## src/rtl/eda_neighbor_fifo_bank.sv

```systemverilog
// eda_neighbor_fifo_bank: one first-word-fall-through FIFO per 3x3 neighbour
// direction. It holds the neighbour addresses that a regional-max flood fill
// still has to visit.
// Optional build macro: EDA_NBR_FIFO_STATS_EN adds the max_occupancy output.

`ifndef CFG_WINDOW_WIDTH
`define CFG_WINDOW_WIDTH 9
`endif
`ifndef CFG_I_WIDTH
`define CFG_I_WIDTH 8
`endif
`ifndef CFG_J_WIDTH
`define CFG_J_WIDTH 8
`endif
`ifndef CFG_ADDR_WIDTH
`define CFG_ADDR_WIDTH 16
`endif

module eda_neighbor_fifo_bank #(
    parameter int unsigned WINDOW_WIDTH = `CFG_WINDOW_WIDTH,
    parameter int unsigned I_WIDTH      = `CFG_I_WIDTH,
    parameter int unsigned J_WIDTH      = `CFG_J_WIDTH,
    parameter int unsigned ADDR_WIDTH   = `CFG_ADDR_WIDTH,
    parameter int unsigned FIFO_DEPTH   = 16
) (
    input  logic                      clk,
    input  logic                      reset,
    input  logic                      clear,
    input  logic                      push_en,
    input  logic [WINDOW_WIDTH-2:0]   push_positions,
    input  logic [ADDR_WIDTH-1:0]     center_addr,
    input  logic [I_WIDTH-1:0]        img_rows,
    input  logic [J_WIDTH-1:0]        img_cols,
    input  logic [WINDOW_WIDTH-2:0]   read_en,
    output logic [WINDOW_WIDTH-2:0]   fifo_empty,
    output logic [WINDOW_WIDTH-2:0]   fifo_full,
    output logic [ADDR_WIDTH-1:0]     data_out,
    output logic                      overflow
`ifdef EDA_NBR_FIFO_STATS_EN
    ,
    output logic [$clog2(FIFO_DEPTH):0] max_occupancy
`endif
);

    localparam int unsigned NF    = WINDOW_WIDTH - 1;
    localparam int unsigned IDX_W = $clog2(FIFO_DEPTH);
    localparam int unsigned PTR_W = IDX_W + 1;

    logic [ADDR_WIDTH-1:0] mem_q [NF][FIFO_DEPTH];
    logic [PTR_W-1:0]      wr_ptr_q [NF];
    logic [PTR_W-1:0]      wr_ptr_d [NF];
    logic [PTR_W-1:0]      rd_ptr_q [NF];
    logic [PTR_W-1:0]      rd_ptr_d [NF];
    logic [NF-1:0]         fifo_empty_q, fifo_empty_d;
    logic [NF-1:0]         fifo_full_q, fifo_full_d;
    logic                  overflow_q, overflow_d;

    logic [I_WIDTH-1:0]    row, row_m1, row_p1;
    logic [J_WIDTH-1:0]    col, col_m1, col_p1;
    logic [ADDR_WIDTH-1:0] nbr_addr [NF];
    logic [NF-1:0]         bnd_mask;
    logic [NF-1:0]         push_mask;
    logic [NF-1:0]         pop_sel;
    logic [NF-1:0]         pop_v;
    logic [NF-1:0]         push_v;
    logic [NF-1:0]         drop_v;

    // Neighbour addresses and the image-boundary mask for the current centre
    always_comb begin
        row    = center_addr[ADDR_WIDTH-1:J_WIDTH];
        col    = center_addr[J_WIDTH-1:0];
        row_m1 = row - I_WIDTH'(1);
        row_p1 = row + I_WIDTH'(1);
        col_m1 = col - J_WIDTH'(1);
        col_p1 = col + J_WIDTH'(1);

        nbr_addr[0] = {row_m1, col_m1};
        nbr_addr[1] = {row_m1, col};
        nbr_addr[2] = {row_m1, col_p1};
        nbr_addr[3] = {row,    col_m1};
        nbr_addr[4] = {row,    col_p1};
        nbr_addr[5] = {row_p1, col_m1};
        nbr_addr[6] = {row_p1, col};
        nbr_addr[7] = {row_p1, col_p1};

        bnd_mask = '0;
        if (row == '0)
            bnd_mask = bnd_mask | NF'(8'b0000_0111);
        if (row == I_WIDTH'(img_rows - I_WIDTH'(1)))
            bnd_mask = bnd_mask | NF'(8'b1110_0000);
        if (col == '0)
            bnd_mask = bnd_mask | NF'(8'b0010_1001);
        if (col == J_WIDTH'(img_cols - J_WIDTH'(1)))
            bnd_mask = bnd_mask | NF'(8'b1001_0100);

        push_mask = push_en ? (push_positions & ~bnd_mask) : '0;
        // Lowest set bit wins if read_en is ever multi-hot
        pop_sel   = read_en & (~read_en + NF'(1));
    end

    // Pointer, flag and overflow next-state; clear overrides push and pop
    always_comb begin
        pop_v        = '0;
        push_v       = '0;
        drop_v       = '0;
        fifo_empty_d = fifo_empty_q;
        fifo_full_d  = fifo_full_q;
        overflow_d   = overflow_q;
        for (int k = 0; k < int'(NF); k++) begin
            wr_ptr_d[k] = wr_ptr_q[k];
            rd_ptr_d[k] = rd_ptr_q[k];
        end

        for (int k = 0; k < int'(NF); k++) begin
            pop_v[k]  = pop_sel[k] & ~fifo_empty_q[k];
            push_v[k] = push_mask[k] & (~fifo_full_q[k] | pop_v[k]);
            drop_v[k] = push_mask[k] & fifo_full_q[k] & ~pop_v[k];
            wr_ptr_d[k] = wr_ptr_q[k] + PTR_W'(push_v[k]);
            rd_ptr_d[k] = rd_ptr_q[k] + PTR_W'(pop_v[k]);
            fifo_empty_d[k] = (wr_ptr_d[k] == rd_ptr_d[k]);
            fifo_full_d[k]  = (wr_ptr_d[k][PTR_W-1] != rd_ptr_d[k][PTR_W-1]) &&
                              (wr_ptr_d[k][IDX_W-1:0] == rd_ptr_d[k][IDX_W-1:0]);
        end
        overflow_d = overflow_q | (|drop_v);

        if (clear) begin
            for (int k = 0; k < int'(NF); k++) begin
                wr_ptr_d[k] = '0;
                rd_ptr_d[k] = '0;
            end
            fifo_empty_d = '1;
            fifo_full_d  = '0;
            overflow_d   = 1'b0;
        end
    end

    // State registers with synchronous reset
    always_ff @(posedge clk) begin
        if (reset) begin
            for (int k = 0; k < int'(NF); k++) begin
                wr_ptr_q[k] <= '0;
                rd_ptr_q[k] <= '0;
            end
            fifo_empty_q <= '1;
            fifo_full_q  <= '0;
            overflow_q   <= 1'b0;
        end else begin
            for (int k = 0; k < int'(NF); k++) begin
                wr_ptr_q[k] <= wr_ptr_d[k];
                rd_ptr_q[k] <= rd_ptr_d[k];
            end
            fifo_empty_q <= fifo_empty_d;
            fifo_full_q  <= fifo_full_d;
            overflow_q   <= overflow_d;
        end
    end

    // Storage write; contents need no reset since pointers gate visibility
    always_ff @(posedge clk) begin
        for (int k = 0; k < int'(NF); k++) begin
            if (!reset && !clear && push_v[k])
                mem_q[k][wr_ptr_q[k][IDX_W-1:0]] <= nbr_addr[k];
        end
    end

    // Fall-through head of the selected FIFO, zero when none or empty
    always_comb begin
        data_out = '0;
        for (int k = 0; k < int'(NF); k++) begin
            if (pop_sel[k] && !fifo_empty_q[k])
                data_out = mem_q[k][rd_ptr_q[k][IDX_W-1:0]];
        end
    end

    assign fifo_empty = fifo_empty_q;
    assign fifo_full  = fifo_full_q;
    assign overflow   = overflow_q;

`ifdef EDA_NBR_FIFO_STATS_EN
    logic [PTR_W-1:0] max_occ_q, max_occ_d;

    // Running maximum of per-FIFO occupancy, lagging the count by one cycle
    always_comb begin
        logic [PTR_W-1:0] occ;
        occ       = '0;
        max_occ_d = max_occ_q;
        for (int k = 0; k < int'(NF); k++) begin
            occ = wr_ptr_q[k] - rd_ptr_q[k];
            if (occ > max_occ_d)
                max_occ_d = occ;
        end
        if (clear)
            max_occ_d = '0;
    end

    // Occupancy statistic register
    always_ff @(posedge clk) begin
        if (reset)
            max_occ_q <= '0;
        else
            max_occ_q <= max_occ_d;
    end

    assign max_occupancy = max_occ_q;
`endif

    // read_en must be one-hot or zero
    assert property (@(posedge clk) disable iff (reset) $onehot0(read_en))
        else $error("eda_neighbor_fifo_bank: read_en is multi-hot");

endmodule

```

## config.mk

```make
export PLATFORM = sky130hd
export DESIGN_NAME = eda_neighbor_fifo_bank
export DESIGN_NICKNAME = d
export VERILOG_FILES = /design/src/rtl/eda_neighbor_fifo_bank.sv
export SDC_FILE = /design/constraint.sdc
export NUM_CORES = 2
export LEC_CHECK = 0
export BUFFER_PORTS_ARGS = -buffer_cell sky130_fd_sc_hd__buf_2
export CORE_MARGIN = 1.5
export CORE_UTILIZATION = 28
export DETAILED_ROUTE_END_ITERATION = 8
export GPL_TIMING_DRIVEN = 0
export PLACE_DENSITY = 0.51
export SYNTH_ARGS = -nofsm -noshare
export SYNTH_HDL_FRONTEND = slang
export SYNTH_SLANG_ARGS = --single-unit
```

## constraint.sdc

```tcl
create_clock -name clk -period 4.3 [get_ports clk]
set_input_delay 0.215 -clock clk [delete_from_list [all_inputs] [get_ports clk]]
set_output_delay 0.215 -clock clk [all_outputs]
set_load 0.03 [all_outputs]
```

# == Word level (Yosys, flattened, before mapping) ==
# Memories as Yosys holds them, arrays and structs flattened.
# Cells that the tools add are included.
# classes
n_addsub,23
n_lt_le_gt_ge,24
n_eq_ne,26
mux,90
bitwise,101
reduce_logical,47
# ops
operator,n
two-way mux 256 bit,8
binary-select mux 16 bit (select 4 bit),8
demux 16 bit (select 4 bit),8
two-way mux 16 bit,32
adder 5 x 1 -> 5 bit,16
"greater-or-equal comparator 5 bit, second input constant",16
two-way mux 40 bit,2
two-way mux 5 bit,16
inverter 4 -> 5 bit,16
equality test 5 bit,8
"< comparator 5 x 1 -> 1 bit, second input constant",8
logical AND 1 bit,33
bitwise AND 1 bit,32
equality test 4 bit,8
"subtractor 8 x 1 -> 8 bit, second input constant",4
bitwise OR 1 bit,25
"adder 8 x 1 -> 8 bit, second input constant",3
two-way mux 8 bit,3
inverter 1 bit,24
bitwise AND 8 bit,2
equality test 8 bit,2
zero test 8 bit,2
inverter 8 bit,2
two-way mux 1 bit,11
6 further kinds,22
# totals
reg_bits,17
mem_bits_rw,2128
inputBits,52
out_inout_bits,33
wordCells,317
mem_count,3
# memory_table
memory,depth,word_bits,read_ports,rd_clocked_by_memory_dff,wr,line_no,rtl
mem_q,8,256,8,0,8,49,logic [ADDR_WIDTH-1:0] mem_q [NF][FIFO_DEPTH];
rd_ptr_q,8,5,8,0,8,52,logic [PTR_W-1:0] rd_ptr_q [NF];
wr_ptr_q,8,5,8,0,8,50,logic [PTR_W-1:0] wr_ptr_q [NF];

# == Logic depth before layout (Yosys ltp) ==
# An unclocked memory read counts as a cell.
# logic_depth
depth_word,13
mapped_depth,17
mapped_depth_nobuf,15

# == Worst setup path after synthesis ==
# OpenSTA, ideal clock, no wires.
# synth_timing
path_type,input -> register
start,in center_addr[8]
end,"mem mem_q[0][688] in the netlist's numbering, enable pin"
setup_time_ns,0.430
arrival_ns,3.889
required_ns,3.870
path_slack_ns,-0.019
stages,8
n_path_buf,2
path_cell_list,inv_1 > ha_1 > nand3_1 > nand2_1 > or3b_2 > buf_2 > buf_2 > nor4_1
# synth_lines
item,line_no,rtl
from (decl),31,"input logic [ADDR_WIDTH-1:0] center_addr,"
to (decl),49,

==> impl_metrics.tcl <==
set metrics [dict create \
    reg2reg_from "fifo_empty[2]" \
    timing.final.hold_violations 0 \
    nNetsFinal 4815 \
    netSwitchingFraction_pct 21.0 \
    number_of_register_bits_inferred_by_synthesis 2145 \
    detail_route.wirelength_um 242000 \
    ioPinCount 85 \
    place_area_um2 93400 \
    synth.top_cell.area_share_pct 73.3 \
    combinational_family_with_the_most_area_after_synthesis "multiplexers" \
    outcome "completed" \
    setup_viol_count_final 0 \
    launch_instance_of_the_worst_min_delay_path "center_addr[1]" \
    ctsRootBufferMaster "sky130_fd_sc_hd__clkbuf_16" \
    synth-adder-area-share_pct 0.596 \
    dr_total_vias 43700 \
    htreeDepth 4 \
    cts_tree "built" \
    muxShareOfSynthArea_pct 15.2 \
    worstPathRequired_ps 4090 \
    cts_made_buffers 219 \
    netlist_top_cells_area "sky130_fd_sc_hd__edfxtp_1, sky130_fd_sc_hd__mux4_2, sky130_fd_sc_hd__dfxtp_1" \
    rows 200 \
    ff2ff_setup_slack_ps 270 \
    post-route-cell-area_um2 103000 \
    setup.worst_path.class "reg -> out" \
    sequential_to_total_area_share_from_yosys_stat_pct 75.6 \
    critPathLaunchType "register" \
    post_layout_min_period_ps 4250 \
    synthFlopType "sky130_fd_sc_hd__edfxtp_1" \
    seqCellArea_um2 63500 \
    synth_net_count 4176 \
    antenna_found_initial 17 \
    clock.fmax_mhz 235 \
    place.gp.congestion 0.916 \
    core_area_um2 298000 \
    detailedPlacementHpwl_um 171000 \
    clock_network_fraction_of_design_power_pct 44.3 \
    synthesis.yosys.warnings 0 \
    worst_r2r_path_depth 8 \
    grt_first_pass_wirelength_um 340000 \
    total_power_w 0.0436 \
    die_h_um 550 \
    mappedNetlistArea_um2 83900 \
    p_leak_nw 31.6 \
    final.setup_skew_ps 45.6 \
    r2r-end "mem_q[0][695]" \
    synthesis.area_per_instance_um2 20.5 \
    final_critical_path_setup_slack_ps 46.3 \
    final_core_util_pct 34.6 \
    power-per-cell-area_nw_per_um2 423 \
    timing.final.crit_share_pct 98.9 \
    synth_area_in_xor_xnor_pct 1.39 \
    final.fill_count 27500 \
    irDropWorstVdd_mv 0.338 \
    min_path_cells 1 \
    post-synth-top-area-cell "sky130_fd_sc_hd__edfxtp_1" \
    sequentialPowerShare_pct 52.9 \
    pwr-share-comb_pct 2.8 \
    final_antenna_net_count 0 \
    wire_per_inst_um 27.4 \
    worst_slack_placed_ps -1460 \
    synth_compound_gate_area_share_pct 2.25 \
    clkTransAtPathRegs_ps 60 \
    post_route_cells_drive_above_1_share_pct 34.5 \
    critPathMaxFanout 7 \
    worst_setup_path_end_kind "primary output" \
    relSlewSlack_pct 11.6 \
    vias_per_cell 4.94 \
    port-buffer-count 84 \
    switchingPower_w 0.00913 \
    synth_cells 4084 \
    tightestPinTransition_ps 1330 \
    track_usage_pct 15.8 \
    maxSlewViolCount 0 \
    drt-initial-drc-count 4672 \
    initial_core_util_pct 28.2 \
    clock_sink_count 2145 \
    remaining_drc_errors 0 \
    worst_hold_path.endpoint "mem_q[0][289]" \
    first_pass_iters 7 \
    synthToLayoutAreaGrowth_pct 22.7 \
    p_int_w 0.0344 \
    synth_async_sr_flop_share_pct 0 \
    synth_enable_flop_cells 2048 \
    hold_class "in -> reg" \
    dieWidth_um 550 \
    area_of_the_multi_input_gates_um2 21400 \
    globalRouteOverflowTotal 0 \
    design.die.area_um2 303000 \
    clock_latency_ps 860 \
    synth_cell_types 66 \
    grt_setup_unrepaired "yes" \
    largest_net_degree_at_the_start_of_global_routing 68 \
    yosys.area_share.simple_pct 3.89 \
    first_global_vias 44100 \
    worstPathArrival_ps 4040 \
    max_cap_violations 0 \
    clockBufferDepth 3 \
]
-- layout by cell type (no fill, tap or decap), types with 42 or more instances in the layout --
cell type,netlist,final
sky130_fd_sc_hd__clkbuf_16,0,220
sky130_fd_sc_hd__mux2i_1,97,73
sky130_fd_sc_hd__nor2_1,177,125
sky130_fd_sc_hd__buf_2,35,84
sky130_fd_sc_hd__mux4_2,510,510
sky130_fd_sc_hd__buf_6,1,81
sky130_fd_sc_hd__nor4_2,3,49
sky130_fd_sc_hd__dfxtp_1,97,91
sky130_fd_sc_hd__a22oi_1,52,42
sky130_fd_sc_hd__nor2_2,0,50
sky130_fd_sc_hd__clkbuf_1,129,112
sky130_fd_sc_hd__buf_4,0,193
sky130_fd_sc_hd__nand2_1,67,66
sky130_fd_sc_hd__buf_8,0,58
sky130_fd_sc_hd__edfxtp_1,2048,2048
sky130_fd_sc_hd__o22ai_1,58,53
sky130_fd_sc_hd__nand3_1,76,61
sky130_fd_sc_hd__xnor2_1,84,69
-- area by class of cell --
| class | instances | share of cell area (%) |
|---|---|---|
| clock inverters | 127 | 1.46 |
| repair buffers | 426 | 4.26 |
| inverters | 29 | 0.113 |
| diodes | 4 | 0.00972 |
| clock buffers | 276 | 5.62 |
| well taps | 3939 | 4.79 |
| flip-flops and latches | 2145 | 61.6 |
| multi-input cells | 1702 | 20.8 |
| plain buffers | 200 | 1.39 |
-- flip-flops by register name, summed over array words and instances (netlist names) --
name	cells
mem_q	2048
rd_ptr_q	40
wr_ptr_q	40
fifo_empty	8
fifo_full	8
overflow	1
-- stage by stage --
stage / TNS, ps / std cells / hold slack (ps)
after floorplan: -622 / 4084 / 314
after global placement: -9147500 / 8107 / 498
after detailed placement: -646560 / 8379 / 507
after CTS: -100 / 8815 / 0.549
after global routing: -681 / 8845 / 46.7
final: 0 / 8848 / 52.6
-- what timing repair did --
item | CTS | global route
endpoints found under the hold margin | 232 | 22
gates cloned | 1 | 0
hold buffers | 21 | 5
gates resized for setup | 462 | 67
setup endpoints to repair | 32 | 87
pin swaps | 24 | 19
buffers inserted | 17 | 26
-- power groups by stage --
stage                     sequential, W  combinational (W)  clock [W]
after floorplan                  0.0235           0.000408          0
after global placement           0.0235           0.000962          0
after detailed placement         0.0235            0.00117          0
after CTS                        0.0230            0.00124     0.0197
after global routing             0.0230            0.00131     0.0204
final                            0.0230            0.00124     0.0193
-- logic make-up after synthesis --
logic type | after synthesis
buffers and inverters | 237
and+or+nand+nor | 627
AOI/OAI and AO/OA | 272
adders and majority gates | 40
xor gates and xnor gates | 132
muxes | 631
DFF | 2145
-- critical path, cell delays in order (launching register included) --
cell and delay (ps):
sky130_fd_sc_hd__dfxtp_2 360, sky130_fd_sc_hd__buf_12 140, sky130_fd_sc_hd__buf_16 140, sky130_fd_sc_hd__mux4_2 540, sky130_fd_sc_hd__mux4_2 610, sky130_fd_sc_hd__o211ai_1 860
sky130_fd_sc_hd__nand3_2 280, sky130_fd_sc_hd__buf_6 230
-- synthesized netlist by cell type, types with 18 or more instances --
cell type	instances
sky130_fd_sc_hd__xor2_1	47
sky130_fd_sc_hd__buf_2	35
sky130_fd_sc_hd__a211oi_1	18
sky130_fd_sc_hd__nor4_1	59
sky130_fd_sc_hd__clkbuf_1	129
sky130_fd_sc_hd__o22ai_1	58
sky130_fd_sc_hd__nand3_1	76
sky130_fd_sc_hd__ha_1	40
sky130_fd_sc_hd__dfxtp_1	97
sky130_fd_sc_hd__nand4_1	18
sky130_fd_sc_hd__mux4_2	510
sky130_fd_sc_hd__xnor2_1	84
sky130_fd_sc_hd__nand2_1	67
sky130_fd_sc_hd__o21ai_0	38
sky130_fd_sc_hd__and2_1	41
sky130_fd_sc_hd__buf_1	43
sky130_fd_sc_hd__mux2i_1	97
sky130_fd_sc_hd__nor3_1	57
sky130_fd_sc_hd__inv_1	24
sky130_fd_sc_hd__a21oi_1	32
sky130_fd_sc_hd__nand2b_1	31
sky130_fd_sc_hd__edfxtp_1	2048
sky130_fd_sc_hd__mux2_2	24
sky130_fd_sc_hd__nor2b_1	26
sky130_fd_sc_hd__a22oi_1	52
sky130_fd_sc_hd__nor2_1	177
-- worst max path at each step --
| stage | start | end | slack [ps] |
|---|---|---|---|
| after floorplan | center_addr[8] | mem_q[0][688] | -20 |
| after global placement | center_addr[0] | mem_q[1][377] | -5040 |
| after detailed placement | rd_ptr_q[0][1] | data_out[3] | -1460 |
| after CTS | rd_ptr_q[0][1] | data_out[15] | -40 |
| after global routing | rd_ptr_q[1][5] | data_out[10] | -220 |
| final | rd_ptr_q[1][5] | data_out[10] | 50 |
-- layer usage --
metal / vias up / wire length [µm] / global-route usage (%)
met5: - / 13 / 0
met4: 2 / 8390 / 5.34
met3: 373 / 14700 / 2.50
met2: 1521 / 115000 / 25.3
met1: 23500 / 105000 / 21.9
li1: 18300 / - / -
(Power assumes the default switching activity.)
